`config.mk`:
```
export PLATFORM = sky130hd
export DESIGN_NAME = mul_div_unit_flat
export DESIGN_NICKNAME = d
export VERILOG_FILES = /design/src/rtl/mul_div_unit_if.sv /design/src/rtl/mul_div_unit.sv /design/src/flat_wrapper.sv
export SDC_FILE = /design/constraint.sdc
export NUM_CORES = 1
export LEC_CHECK = 0
export BUFFER_PORTS_ARGS = -buffer_cell sky130_fd_sc_hd__buf_2
export CAP_MARGIN = 10
export CORE_ASPECT_RATIO = 0.5
export CORE_MARGIN = 3
export CORE_UTILIZATION = 31
export CTS_CLUSTER_SIZE = 30
export DETAILED_ROUTE_END_ITERATION = 8
export PLACE_DENSITY = 0.56
export SLEW_MARGIN = 20
export SYNTH_ARGS = -nofsm -noshare
export SYNTH_HDL_FRONTEND = slang
export SYNTH_SLANG_ARGS = --single-unit
```
`constraint.sdc`:
```
create_clock -name clk -period 8.5 [get_ports clk]
set_input_delay 1.7 -clock clk [delete_from_list [all_inputs] [get_ports clk]]
set_output_delay 1.7 -clock clk [all_outputs]
set_load 0.02 [all_outputs]
```
`src/rtl/mul_div_unit_if.sv`:
```
`default_nettype none
// ============================================================================
// Module   : mul_div_unit_if
// Purpose  : Request/response bundle between the register bank read ports,
//            the mul/div unit and the register bank write port.
// Revision : 1.0  initial release
// ============================================================================
interface mul_div_unit_if #(
  parameter int WIDTH      = 64,
  parameter int REG_ADDR_W = 5
);

  logic                  start;
  logic [1:0]            op;
  logic [WIDTH-1:0]      operand_a;
  logic [WIDTH-1:0]      operand_b;
  logic [REG_ADDR_W-1:0] dest_reg;

  logic                  busy;
  logic                  done;
  logic [WIDTH-1:0]      result;
  logic [REG_ADDR_W-1:0] result_reg;
  logic                  wb_en;

  // Issuing side: supplies requests, observes status and write-back
  modport master (
    output start, op, operand_a, operand_b, dest_reg,
    input  busy, done, result, result_reg, wb_en
  );

  // Unit side: consumes requests, produces status and write-back
  modport slave (
    input  start, op, operand_a, operand_b, dest_reg,
    output busy, done, result, result_reg, wb_en
  );

endinterface
`default_nettype wire

```
`src/rtl/mul_div_unit.sv`:
```
`default_nettype none
// ============================================================================
// Module   : mul_div_unit
// Purpose  : Iterative unsigned multiply / divide unit. One operation at a
//            time, WIDTH iterations each (shift-add multiply, restoring
//            divide), start/busy/done handshake, registered write-back.
// Revision : 1.0  initial release
// ============================================================================
module mul_div_unit #(
  parameter int WIDTH      = 64,
  parameter int REG_ADDR_W = 5
) (
  input  wire logic      clk,
  input  wire logic      rst_n,
  mul_div_unit_if.slave  bus
);

  localparam int CNT_W = $clog2(WIDTH);

  localparam logic [1:0] OP_MUL   = 2'b00;
  localparam logic [1:0] OP_MULHU = 2'b01;
  localparam logic [1:0] OP_DIVU  = 2'b10;
  localparam logic [1:0] OP_REMU  = 2'b11;

  typedef enum logic [1:0] {
    S_IDLE = 2'd0,
    S_RUN  = 2'd1,
    S_DONE = 2'd2
  } state_t;

  state_t                state_q, state_d;
  logic [CNT_W-1:0]      cnt_q, cnt_d;

  // Latched request
  logic [1:0]            op_q, op_d;
  logic [REG_ADDR_W-1:0] dest_q, dest_d;
  // Multiplicand for MUL/MULHU, divisor for DIVU/REMU
  logic [WIDTH-1:0]      opnd_q, opnd_d;

  // Multiply datapath: {high accumulator, remaining multiplier bits}
  logic [2*WIDTH-1:0]    prod_q, prod_d;
  // Divide datapath: partial remainder and dividend/quotient shifter
  logic [WIDTH-1:0]      rem_q, rem_d;
  logic [WIDTH-1:0]      quo_q, quo_d;

  // Write-back registers
  logic [WIDTH-1:0]      result_q, result_d;
  logic [REG_ADDR_W-1:0] result_reg_q, result_reg_d;

  // Per-iteration step values
  logic [WIDTH-1:0]      mul_addend;
  logic [WIDTH:0]        mul_sum;
  logic [2*WIDTH-1:0]    prod_step;
  logic [WIDTH:0]        div_shift;
  logic                  div_ge;
  logic [WIDTH-1:0]      rem_step;
  logic [WIDTH-1:0]      quo_step;

  logic                  accept;
  logic                  last_iter;

  assign accept    = (state_q == S_IDLE) && bus.start;
  assign last_iter = (state_q == S_RUN) && (cnt_q == '1);

  // One shift-add multiply step and one restoring divide step
  always_comb begin
    mul_addend = prod_q[0] ? opnd_q : '0;
    // Carry out of the accumulate is kept and shifted into the product
    mul_sum    = {1'b0, prod_q[2*WIDTH-1:WIDTH]} + {1'b0, mul_addend};
    prod_step  = {mul_sum, prod_q[WIDTH-1:1]};

    // Shifted partial remainder is WIDTH+1 bits so the trial subtract
    // cannot overflow; the restored value is always below the divisor.
    div_shift  = {rem_q, quo_q[WIDTH-1]};
    div_ge     = (div_shift >= {1'b0, opnd_q});
    rem_step   = div_ge ? WIDTH'(div_shift - {1'b0, opnd_q})
                        : div_shift[WIDTH-1:0];
    quo_step   = {quo_q[WIDTH-2:0], div_ge};
  end

  // FSM state and iteration counter register
  always_ff @(posedge clk or negedge rst_n) begin
    if (!rst_n) begin
      state_q <= S_IDLE;
      cnt_q   <= '0;
    end else begin
      state_q <= state_d;
      cnt_q   <= cnt_d;
    end
  end

  // FSM next state: accept in IDLE, WIDTH iterations in RUN, one DONE cycle
  always_comb begin
    state_d = state_q;
    cnt_d   = cnt_q;
    unique case (state_q)
      S_IDLE: begin
        if (bus.start) begin
          state_d = S_RUN;
          cnt_d   = '0;
        end
      end
      S_RUN: begin
        cnt_d = cnt_q + 1'b1;
        if (cnt_q == '1) begin
          state_d = S_DONE;
        end
      end
      S_DONE: begin
        state_d = S_IDLE;
      end
      default: begin
        state_d = S_IDLE;
        cnt_d   = '0;
      end
    endcase
  end

  // Datapath next state: load on accept, iterate in RUN, capture result
  always_comb begin
    op_d         = op_q;
    dest_d       = dest_q;
    opnd_d       = opnd_q;
    prod_d       = prod_q;
    rem_d        = rem_q;
    quo_d        = quo_q;
    result_d     = result_q;
    result_reg_d = result_reg_q;

    if (accept) begin
      op_d   = bus.op;
      dest_d = bus.dest_reg;
      opnd_d = bus.op[1] ? bus.operand_b : bus.operand_a;
      prod_d = {{WIDTH{1'b0}}, bus.operand_b};
      rem_d  = '0;
      quo_d  = bus.operand_a;
    end else if (state_q == S_RUN) begin
      if (op_q[1]) begin
        rem_d = rem_step;
        quo_d = quo_step;
      end else begin
        prod_d = prod_step;
      end

      // Divide by zero falls out of the restoring algorithm naturally:
      // every trial succeeds (quotient all ones) and the remainder is
      // the dividend.
      if (last_iter) begin
        unique case (op_q)
          OP_MUL:   result_d = prod_step[WIDTH-1:0];
          OP_MULHU: result_d = prod_step[2*WIDTH-1:WIDTH];
          OP_DIVU:  result_d = quo_step;
          OP_REMU:  result_d = rem_step;
          default:  result_d = '0;
        endcase
        result_reg_d = dest_q;
      end
    end
  end

  // Datapath and write-back registers
  always_ff @(posedge clk or negedge rst_n) begin
    if (!rst_n) begin
      op_q         <= '0;
      dest_q       <= '0;
      opnd_q       <= '0;
      prod_q       <= '0;
      rem_q        <= '0;
      quo_q        <= '0;
      result_q     <= '0;
      result_reg_q <= '0;
    end else begin
      op_q         <= op_d;
      dest_q       <= dest_d;
      opnd_q       <= opnd_d;
      prod_q       <= prod_d;
      rem_q        <= rem_d;
      quo_q        <= quo_d;
      result_q     <= result_d;
      result_reg_q <= result_reg_d;
    end
  end

  // Status and write strobe decoded from registered state only; x0 is
  // never written.
  assign bus.busy       = (state_q != S_IDLE);
  assign bus.done       = (state_q == S_DONE);
  assign bus.wb_en      = (state_q == S_DONE) && (result_reg_q != '0);
  assign bus.result     = result_q;
  assign bus.result_reg = result_reg_q;

endmodule
`default_nettype wire

```
`src/flat_wrapper.sv`:
```
// flat-port wrapper written by rule: the top's interface ports become plain ports
module mul_div_unit_flat 
#(
  parameter int WIDTH      = 64,
  parameter int REG_ADDR_W = 5
)
  (clk, rst_n, bus_start, bus_op, bus_operand_a, bus_operand_b, bus_dest_reg, bus_busy, bus_done, bus_result, bus_result_reg, bus_wb_en);
  mul_div_unit_if #(.WIDTH(WIDTH), .REG_ADDR_W(REG_ADDR_W)) bus_i ();
  input  wire logic clk;
  input  wire logic rst_n;
  input wire logic [$bits(bus_i.start)-1:0] bus_start;
  input wire logic [$bits(bus_i.op)-1:0] bus_op;
  input wire logic [$bits(bus_i.operand_a)-1:0] bus_operand_a;
  input wire logic [$bits(bus_i.operand_b)-1:0] bus_operand_b;
  input wire logic [$bits(bus_i.dest_reg)-1:0] bus_dest_reg;
  output wire logic [$bits(bus_i.busy)-1:0] bus_busy;
  output wire logic [$bits(bus_i.done)-1:0] bus_done;
  output wire logic [$bits(bus_i.result)-1:0] bus_result;
  output wire logic [$bits(bus_i.result_reg)-1:0] bus_result_reg;
  output wire logic [$bits(bus_i.wb_en)-1:0] bus_wb_en;
  assign bus_i.start = bus_start;
  assign bus_i.op = bus_op;
  assign bus_i.operand_a = bus_operand_a;
  assign bus_i.operand_b = bus_operand_b;
  assign bus_i.dest_reg = bus_dest_reg;
  assign bus_busy = bus_i.busy;
  assign bus_done = bus_i.done;
  assign bus_result = bus_i.result;
  assign bus_result_reg = bus_i.result_reg;
  assign bus_wb_en = bus_i.wb_en;
  mul_div_unit #(.WIDTH(WIDTH), .REG_ADDR_W(REG_ADDR_W)) u_core (.clk(clk), .rst_n(rst_n), .bus(bus_i));
endmodule
```
Word-level counts from Yosys, hierarchy flattened
Index checks and enable logic that the tools add are counted.
{ "classes": {"order_cmp": 1, "muxes": 18, "n_addsub": 3, "n_eq_ne": 9, "bitwise": 2, "n_reduce_logical": 14} }
{ "op_table": {"columns": ["operator", "n"], "rows": [
  ["64-bit two-way mux", 9],
  ["128-bit two-way mux", 3],
  ["64-bit case mux with 4 select lines", 1],
  ["64-bit by 64-bit adder with 65-bit output", 1],
  ["65-bit by 64-bit greater-or-equal comparator with 1-bit output", 1],
  ["64-bit subtractor", 1],
  ["6-bit case mux with 3 select lines", 1],
  ["2-bit AND reduction", 4],
  ["6-bit by 1-bit adder with 6-bit output, second input constant", 1],
  ["2-bit == test, second input constant", 3],
  ["6-bit == test, second input constant", 1],
  ["6-bit two-way mux", 1],
  ["2-bit nonzero test", 3],
  ["5-bit nonzero test", 1],
  ["2-bit by 1-bit == test with 1-bit output, second input constant", 2],
  ["2-bit logical NOT", 2],
  ["2-bit two-way mux", 2],
  ["2-bit != test, second input constant", 2],
  ["2-bit case mux with 2 select lines", 1],
  ["1-bit logical AND", 3],
  ["3-bit AND reduction", 1],
  ["2-bit by 1-bit != test with 1-bit output, second input constant", 1],
  ["1-bit inverter", 2]
]} }
{ "word_totals": {"elab_cells": 57, "inputBits": 138, "out_inout_bits": 72, "reg_bits": 404} }

Longest topological paths before layout
Gate-level depths: netlist of the first run.
{ "depth": {"depth_word": 5, "depth_mapped": 17, "depth_no_buf": 15} }

Worst setup path after synthesis of the first run
OpenSTA, ideal clock, no wires.
{ "synth_path": {"path_kind": "register to register", "from": "reg u_core.prod_q[0]", "to": "reg u_core.result_q[55], in the netlist u_core.bus.result[55]", "path_buffers": 2, "arrival_ns": 3.697, "slack_ns": 4.678, "stages_incl_launch_ff": 16, "setup_ns": 0.125, "period_less_slack_ns": 3.822, "required_ns": 8.375, "cell_sequence": "dfrtp_1 clkbuf_1 clkbuf_1 and2_1 ha_1 fa_1 a21o_1 a221oi_2 o2111ai_2 a31oi_4 a211oi_2 a221oi_4 o21ai_2 xor2_1 mux4_2 mux2_2"} }
{ "synth_via": {"elab_chain_cells": 3} }
{ "synth_rtl": {"columns": ["item", "line", "text"], "rows": [
  ["start, declared", "mul_div_unit.sv:41", "logic [2*WIDTH-1:0] prod_q, prod_d;"],
  ["start signal, assigned", "mul_div_unit.sv:176", "prod_q <= prod_d;"],
  ["64-bit two-way mux", "mul_div_unit.sv:67", "mul_addend = prod_q[0] ? opnd_q : '0;"],
  ["64-bit by 64-bit adder with 65-bit output", "mul_div_unit.sv:69", "mul_sum = {1'b0, prod_q[2*WIDTH-1:WIDTH]} + {1'b0, mul_addend};"],
  ["64-bit case mux with 4 select lines", "mul_div_unit.sv:149", "unique case (op_q)"],
  ["end signal, assigned", "mul_div_unit.sv:179", "result_q <= result_d;"],
  ["end, declared", "mul_div_unit.sv:47", "logic [WIDTH-1:0] result_q, result_d;"]
]} }
No other way between the ends.
A chain may end at the register's enable or synchronous reset.

Worst setup path after layout of the first run
Same ends and word-level chain as after synthesis.

==> qor.txt, run 1 <==
Startpoint Class -> register
Leak -> 14.14 nW
pin count of the biggest net entering global routing -> 145
Cell Int Power -> 0.006565 W
fin. max-slew vios -> 0
#FFs+latches synth -> 404
worst path buffer plus inverter count -> 1
CTS Hold Bufs -> 0
min cycle time layout -> 4.750 ns
Data arrival, critical path -> 5.23 ns
DR vias -> 24,700
DR iter-0 viols -> 2,633
gr ovfl total -> 0
Gates resized, CTS repair -> 0
Post-synth ARST share -> 100.0%
Seq/Total Area, Yosys -> 37.26%
Finished Core Util -> 35.34%
Clk Latency, worst-skew pair -> 0.62 ns
syn_nets -> 3,448
Post-DRT Antenna Nets -> 0
leading cell types in the layout, fill and taps excluded -> 606 x nand2_1, 402 x dfrtp_1, 239 x o21ai_0, 209 x a21oi_1, 207 x buf_2
H-tree depth -> 2
DIE HEIGHT -> 215.2 um
initial antenna violation count -> 7
Hold EP -> u_core.bus.result[13]
max_slew headroom -> 17.75%
Clock Sinks -> 404
critical path cell sequence -> buf_4, and2_1, ha_1, nand4_1, nor4b_1, nand3_1, a211oi_2, a221oi_4, o21ai_2, xor2_1, mux4_2, mux2_2
Top Ports -> 210
CORE AREA -> 86,440 um^2
Synthesis Warnings -> 0
Pre-Repair DR Iteration Count -> 6
maximum vdd drop -> 0.0001864 V
FP Rows -> 76
sw frac -> 48.12%
WHS Path Cells -> 2
clock tree buffer depth -> 3
Clock Skews -> 0.03714 ns
final WL -> 98.87 mm
RSZ-0062 raised after global routing -> no
Post-CTS Repair Setup Buffers -> 0
reg-to-reg critical path startpoint -> u_core.prod_q[0]
number of synthesized flops with an enable pin -> 0
mapped cell area -> 27,130 um^2
clock power share -> 16.4%
Combinational Power Share -> 57.9%
initial core utilization -> 31.39%
Filler Cells Inserted -> 9,006
worst hold start -> u_core.bus.result[13]
residual DRC count -> 0
drt wl/cell -> 22.23 um
CP peak stage delay -> 0.65 ns
clk root buf -> clkbuf_16
commonest register cell after synthesis -> dfrtp_1
post-synthesis cell count -> 3,179
P&R area growth vs syn -> 12.59%
final hold viol count -> 0
reg2reg end -> u_core.bus.result[55]
nets@finish -> 3,510
switching power -> 0.006090 W
Max Clk Rate -> 210.5 MHz
vias in the first global route -> 24,200
endpoints failing setup -> 0
Largest register FFs -> 128
commonest non-fill, non-tap cell in the layout -> nand2_1
sequential power share -> 25.7%
R2R cell count -> 12
CTS clk-pin slew, worst paths -> 0.07 ns
routed vias/inst -> 5.554
Pwr Density -> 414.2 nW/um^2
TritonCTS clock tree -> built
Hold Crit Class -> register to register
layout cell share with drive strength beyond 1 -> 12.46%
first-pass GRT wire length -> 152.0 mm
GP Congestion -> 0.9458
Port Buffers -> 209
Synth cell types -> 96
TritonCTS Buffers -> 44
DP Wirelength -> 71.53 mm
Max Cap Violations -> 0
kind of critical path -> register to register
aggregate global-route resource usage -> 21.18%
Tightest Pin Transition -> 1.222 ns
Tcrit/Tclk final -> 55.88%
Crit Path Max Fanout -> 30
Die X -> 424.4 um
crit-path leading delay family -> simple AND/OR/NAND/NOR gates
reg2reg setup slack -> 3.75 ns
status -> finished, final reports clean
setup TNS -> 0 ns
synthesized area per cell -> 8.536 um^2
Critical Path RT -> 8.98 ns
Die Area -> 91,330 um^2
CP Capture Type -> register
slowest cell on the critical path -> a211oi_2
power groups by stage:
stage / clock network [W] / registers (W) / logic (W)
final: 0.00207 / 0.00325 / 0.00733
after global routing: 0.00220 / 0.00334 / 0.00802
after CTS: 0.00211 / 0.00324 / 0.00724
after detailed placement: 0 / 0.00326 / 0.00720
after global placement: 0 / 0.00325 / 0.00715
after floorplan: 0 / 0.00302 / 0.00540
stage by stage:
step                setup WS [ns]  instance area, um^2  std cells  hold slack (ns)  power (W)
CTS                         3.817                30540       4444           0.4665    0.01259
global route                3.683                30540       4444           0.4817    0.01356
finish                      3.750                30550       4447           0.4644    0.01266
global placement            3.847                29040       4365           0.4474    0.01040
floorplan                   4.678                27130       3179           0.4375   0.008424
detailed placement          3.856                29050       4365           0.4519    0.01046
Yosys cell counts, types with 7 or more instances:
cell type,number,area [um^2]
o22ai_1,9,56.30
o21ai_0,239,1196
o211ai_1,10,75.07
a2111oi_0,8,70.07
ha_1,129,1614
xnor2_1,73,639.4
a211o_1,8,70.07
mux4_2,26,585.6
nand3_1,39,195.2
nor3_1,39,195.2
mux2i_1,114,1141
mux2_1,7,78.83
a21o_1,61,457.9
a211oi_1,22,165.2
and3_1,12,75.07
a22o_1,80,700.7
a22oi_1,66,495.5
nand2b_1,13,81.33
or3_1,14,87.58
a21oi_1,209,1046
inv_1,108,405.4
a31oi_1,74,462.9
nand4_1,43,269.0
o31ai_1,12,90.09
a21boi_0,8,60.06
nor4_1,9,56.30
dfrtp_1,404,10110
buf_1,17,63.81
nand2_1,609,2286
clkbuf_1,163,611.8
o21ai_1,18,90.09
nor2b_1,11,68.82
xor2_1,44,385.4
buf_2,30,150.1
o221ai_1,8,70.07
mux2_2,28,315.3
and2_1,77,481.7
o21a_1,31,232.7
nor2_1,186,698.2
o21bai_1,19,142.6
how the worst max path moves through the flow:
stage / startpoint / endpoint / slack [ns] / cells past startpoint
after global routing: u_core.prod_q[0] / u_core.bus.result[55] / 3.68 / 12
final: u_core.prod_q[0] / u_core.bus.result[55] / 3.75 / 12
after floorplan: u_core.prod_q[0] / u_core.bus.result[55] / 4.68 / 15
after CTS: u_core.prod_q[0] / u_core.bus.result[55] / 3.82 / 12
after detailed placement: u_core.prod_q[0] / u_core.bus.result[55] / 3.86 / 12
after global placement: u_core.prod_q[0] / u_core.bus.result[60] / 3.85 / 14
area by class of cell:
type                            instances  area (um^2)  area share [%]
Sequential cell                       404        10110           33.11
Multi-Input combinational cell       2446        15770           51.62
Inverter                              109        411.6           1.347
Clock buffer                           63         1282           4.198
Clock inverter                         16        215.2          0.7044
Tap cell                             1170         1464           4.792
Antenna cell                            3        7.507         0.02457
Timing Repair Buffer                  236         1286           4.210
worst min-delay path: stages, from the launching register on:
cell and delay [ns]:
dfrtp_1 0.34, nand2_1 0.05, nand2_1 0.05
cells by family (layout without fill, tap and decap cells):
logic type	after synthesis	in the layout	synth area share, %
other	0	3	0
multiplexers	175	175	7.816
adder cells (fa/ha/maj)	131	131	6.096
AO/OA/AOI/OAI	945	945	22.74
XOR/XNOR	117	117	3.776
flip-flops	404	404	37.26
AND/OR/NAND/NOR	1078	1078	17.45
buffers and inverters	329	424	4.865
routing by layer:
layer | wire length (um) | GRT usage (%)
met1 | 48320 | 31.74
met2 | 42250 | 31.41
met3 | 6150 | 3.577
met4 | 2095 | 5.201
met5 | 52 | 0
(Power assumes the default switching activity.)
==> inputs of run 2 (changes only) <==
--- a/config.mk
+++ b/config.mk
@@ -5,6 +5,7 @@
 export SDC_FILE = /design/constraint.sdc
 export NUM_CORES = 1
 export LEC_CHECK = 0
+export ABC_AREA = 1
 export BUFFER_PORTS_ARGS = -buffer_cell sky130_fd_sc_hd__buf_2
 export CAP_MARGIN = 10
 export CORE_ASPECT_RATIO = 0.5
==> constraint.sdc (replaced) <==
create_clock -name clk -period 5 [get_ports clk]
set_input_delay 1 -clock clk [delete_from_list [all_inputs] [get_ports clk]]
set_output_delay 1 -clock clk [all_outputs]
set_load 0.02 [all_outputs]
==> qor.txt, run 2 <==
synthesized area per cell -> 6.447 um^2
Pre-Repair DR Iteration Count -> 8
largest area contributor in the netlist -> dfrtp_1
slowest cell on the critical path -> inv_2
commonest register cell after synthesis -> dfrtp_1
maximum vdd drop -> 0.0004720 V
clock tree buffer depth -> 3
Crit Path Max Fanout -> 57
first-pass GRT wire length -> 207.1 mm
CTS clk-pin slew, worst paths -> 0.07 ns
Clock Sinks -> 404
DP Wirelength -> 113.5 mm
CP peak stage delay -> 0.75 ns
Cell Int Power -> 0.01202 W
largest cells by area after synthesis -> dfrtp_1 34%, nand2_1 19%, inv_1 9.7%
CORE AREA -> 95,790 um^2
Die Area -> 101,100 um^2
critical path's most frequent cell -> nand2_1
Commonest cells post-synth -> 1,554 x nand2_1, 780 x inv_1, 503 x o21ai_0
critical path cell sequence -> inv_1, ha_1, nand2_1, nor2_2, nand2_1, nor2_1, nand3_1, nor2_1, nor2_1, nand2_4, nor2_8, nand2_8, inv_2, nand2_1, nand3_1, nand2_1, nand2_1, nand2_1
Startpoint Class -> register
number of synthesized flops with an enable pin -> 0
gr ovfl total -> 0
Gates resized, CTS repair -> 0
DR iter-0 viols -> 3,791
drt wl/cell -> 23.68 um
Post-synth ARST share -> 100.0%
leading cell types in the layout, fill and taps excluded -> 1,552 x nand2_1, 775 x inv_1, 503 x o21ai_0, 403 x dfrtp_1, 260 x nand3_1
layout cell share with drive strength beyond 1 -> 8.189%
pin count of the biggest net entering global routing -> 141
Port Buffers -> 209
Tcrit/Tclk final -> 83.19%
aggregate global-route resource usage -> 27.96%
setup TNS -> 0 ns
fin. max-slew vios -> 0
Critical Path RT -> 5.51 ns
max_slew headroom -> 29.81%
RSZ-0062 raised after global routing -> no
worst hold slack -> 0.3717 ns
Data arrival, critical path -> 4.67 ns
mapped cell area -> 30,100 um^2
nets@finish -> 5,070
Leak -> 18.42 nW
Clk Latency, worst-skew pair -> 0.62 ns
final WL -> 144.7 mm
Seq/Total Area, Yosys -> 33.59%
Tightest Pin Transition -> 1.053 ns
H-tree depth -> 2
Synthesis Warnings -> 0
vias in the first global route -> 30,550
area of the multi-input gates -> 16,360 um^2
Hold Crit Class -> input port to asynchronous set/reset pin
FP Rows -> 80
Post-DRT Antenna Nets -> 0
Filler Cells Inserted -> 10,430
status -> finished, final reports clean
min cycle time layout -> 4.160 ns
DIE HEIGHT -> 226.3 um
Top Ports -> 210
kind of critical path -> register to register
TritonCTS Buffers -> 46
commonest non-fill, non-tap cell in the layout -> nand2_1
clock power share -> 12.7%
Max Clk Rate -> 240.4 MHz
reg2reg setup slack -> 0.84 ns
initial core utilization -> 31.42%
DR vias -> 32,440
final hold viol count -> 0
Combinational Power Share -> 66.2%
syn_nets -> 4,937
post-synthesis cell count -> 4,668
residual DRC count -> 0
Max Cap Violations -> 0
Die X -> 446.6 um
Synth cell types -> 51
routed vias/inst -> 5.308
sw frac -> 57.62%
P&R area growth vs syn -> 13.08%
clk root buf -> clkbuf_16
#FFs+latches synth -> 404
switching power -> 0.01634 W
sequential power share -> 21.0%
CP Capture Type -> register
Yosys top cell area share -> 33.59%
Pwr Density -> 833.1 nW/um^2
Clock Skews -> 0.03470 ns
most common cell in the netlist -> nand2_1
Largest register FFs -> 128
worst path buffer plus inverter count -> 2
crit-path leading delay family -> simple AND/OR/NAND/NOR gates
endpoints failing setup -> 0
Post-CTS Repair Setup Buffers -> 0
CTS Hold Bufs -> 0
TritonCTS clock tree -> built
GP Congestion -> 1.028
Storage cell area -> 10,110 um^2
initial antenna violation count -> 8
run 2: layout make-up:
| type | count | share of cell area (%) |
|---|---|---|
| flip-flops and latches | 404 | 29.71 |
| clock inverters | 25 | 0.7169 |
| diodes | 4 | 0.02941 |
| multi-input cells | 3307 | 48.09 |
| inverters | 792 | 8.758 |
| well taps | 1271 | 4.673 |
| repair buffers | 250 | 4.302 |
| clock buffers | 58 | 3.724 |
run 2: through the flow:
stage / instance area, um^2 / instances / total power (W) / setup slack, ns / util, %
6_report: 34030 / 6111 / 0.02835 / 0.8405 / 35.53
3_5_place_dp: 32510 / 6024 / 0.02409 / 0.9395 / 33.94
2_1_floorplan: 30100 / 4668 / 0.01735 / 2.275 / -
4_1_cts: 34020 / 6107 / 0.02779 / 0.9381 / 35.52
3_3_place_gp: 32510 / 6024 / 0.02405 / 0.8559 / 33.94
5_1_grt: 34030 / 6111 / 0.03038 / 0.5951 / 35.53
run 2: final timing paths:
path | startpoint | endpoint | cells after the start
setup / recovery | u_core.opnd_q[9] | u_core.bus.result[47] | 18
max in group asynchronous | rst_n | u_core.prod_q[89] | 2
setup reg to reg | u_core.opnd_q[9] | u_core.bus.result[47] | 18
min in group clk | u_core.bus.result[59] | u_core.bus.result[59] | 2
hold / removal | rst_n | u_core.prod_q[116] | 1
hold reg to reg | u_core.bus.result[59] | u_core.bus.result[59] | 2
run 2: cell families (layout without fill, tap and decap cells):
family	Yosys count	count (layout)	synth area share (%)
and+or+nand+nor	2192	2192	29.68
buffers and inverters	957	1125	12.19
AOI/OAI and AO/OA	920	920	17.18
DFF	404	404	33.59
adders and majority gates	131	131	5.496
xor gates and xnor gates	64	64	1.863
other	0	4	0
run 2: power groups by stage:
stage          clock [W]  combinational [W]  sequential (W)
3_5_place_dp           0             0.0182         0.00590
2_1_floorplan          0             0.0118         0.00557
4_1_cts          0.00364             0.0183         0.00587
6_report         0.00361             0.0188         0.00597
3_3_place_gp           0             0.0181         0.00590
5_1_grt          0.00376             0.0206         0.00605
run 2: per-layer routing:
layer,vias up,wire length [um],global-route usage (%)
met2,1498,56080,38.06
met1,15650,64710,39.91
met5,-,41,0
li1,15100,-,-
met4,6,4197,7.970
met3,194,19660,11.62
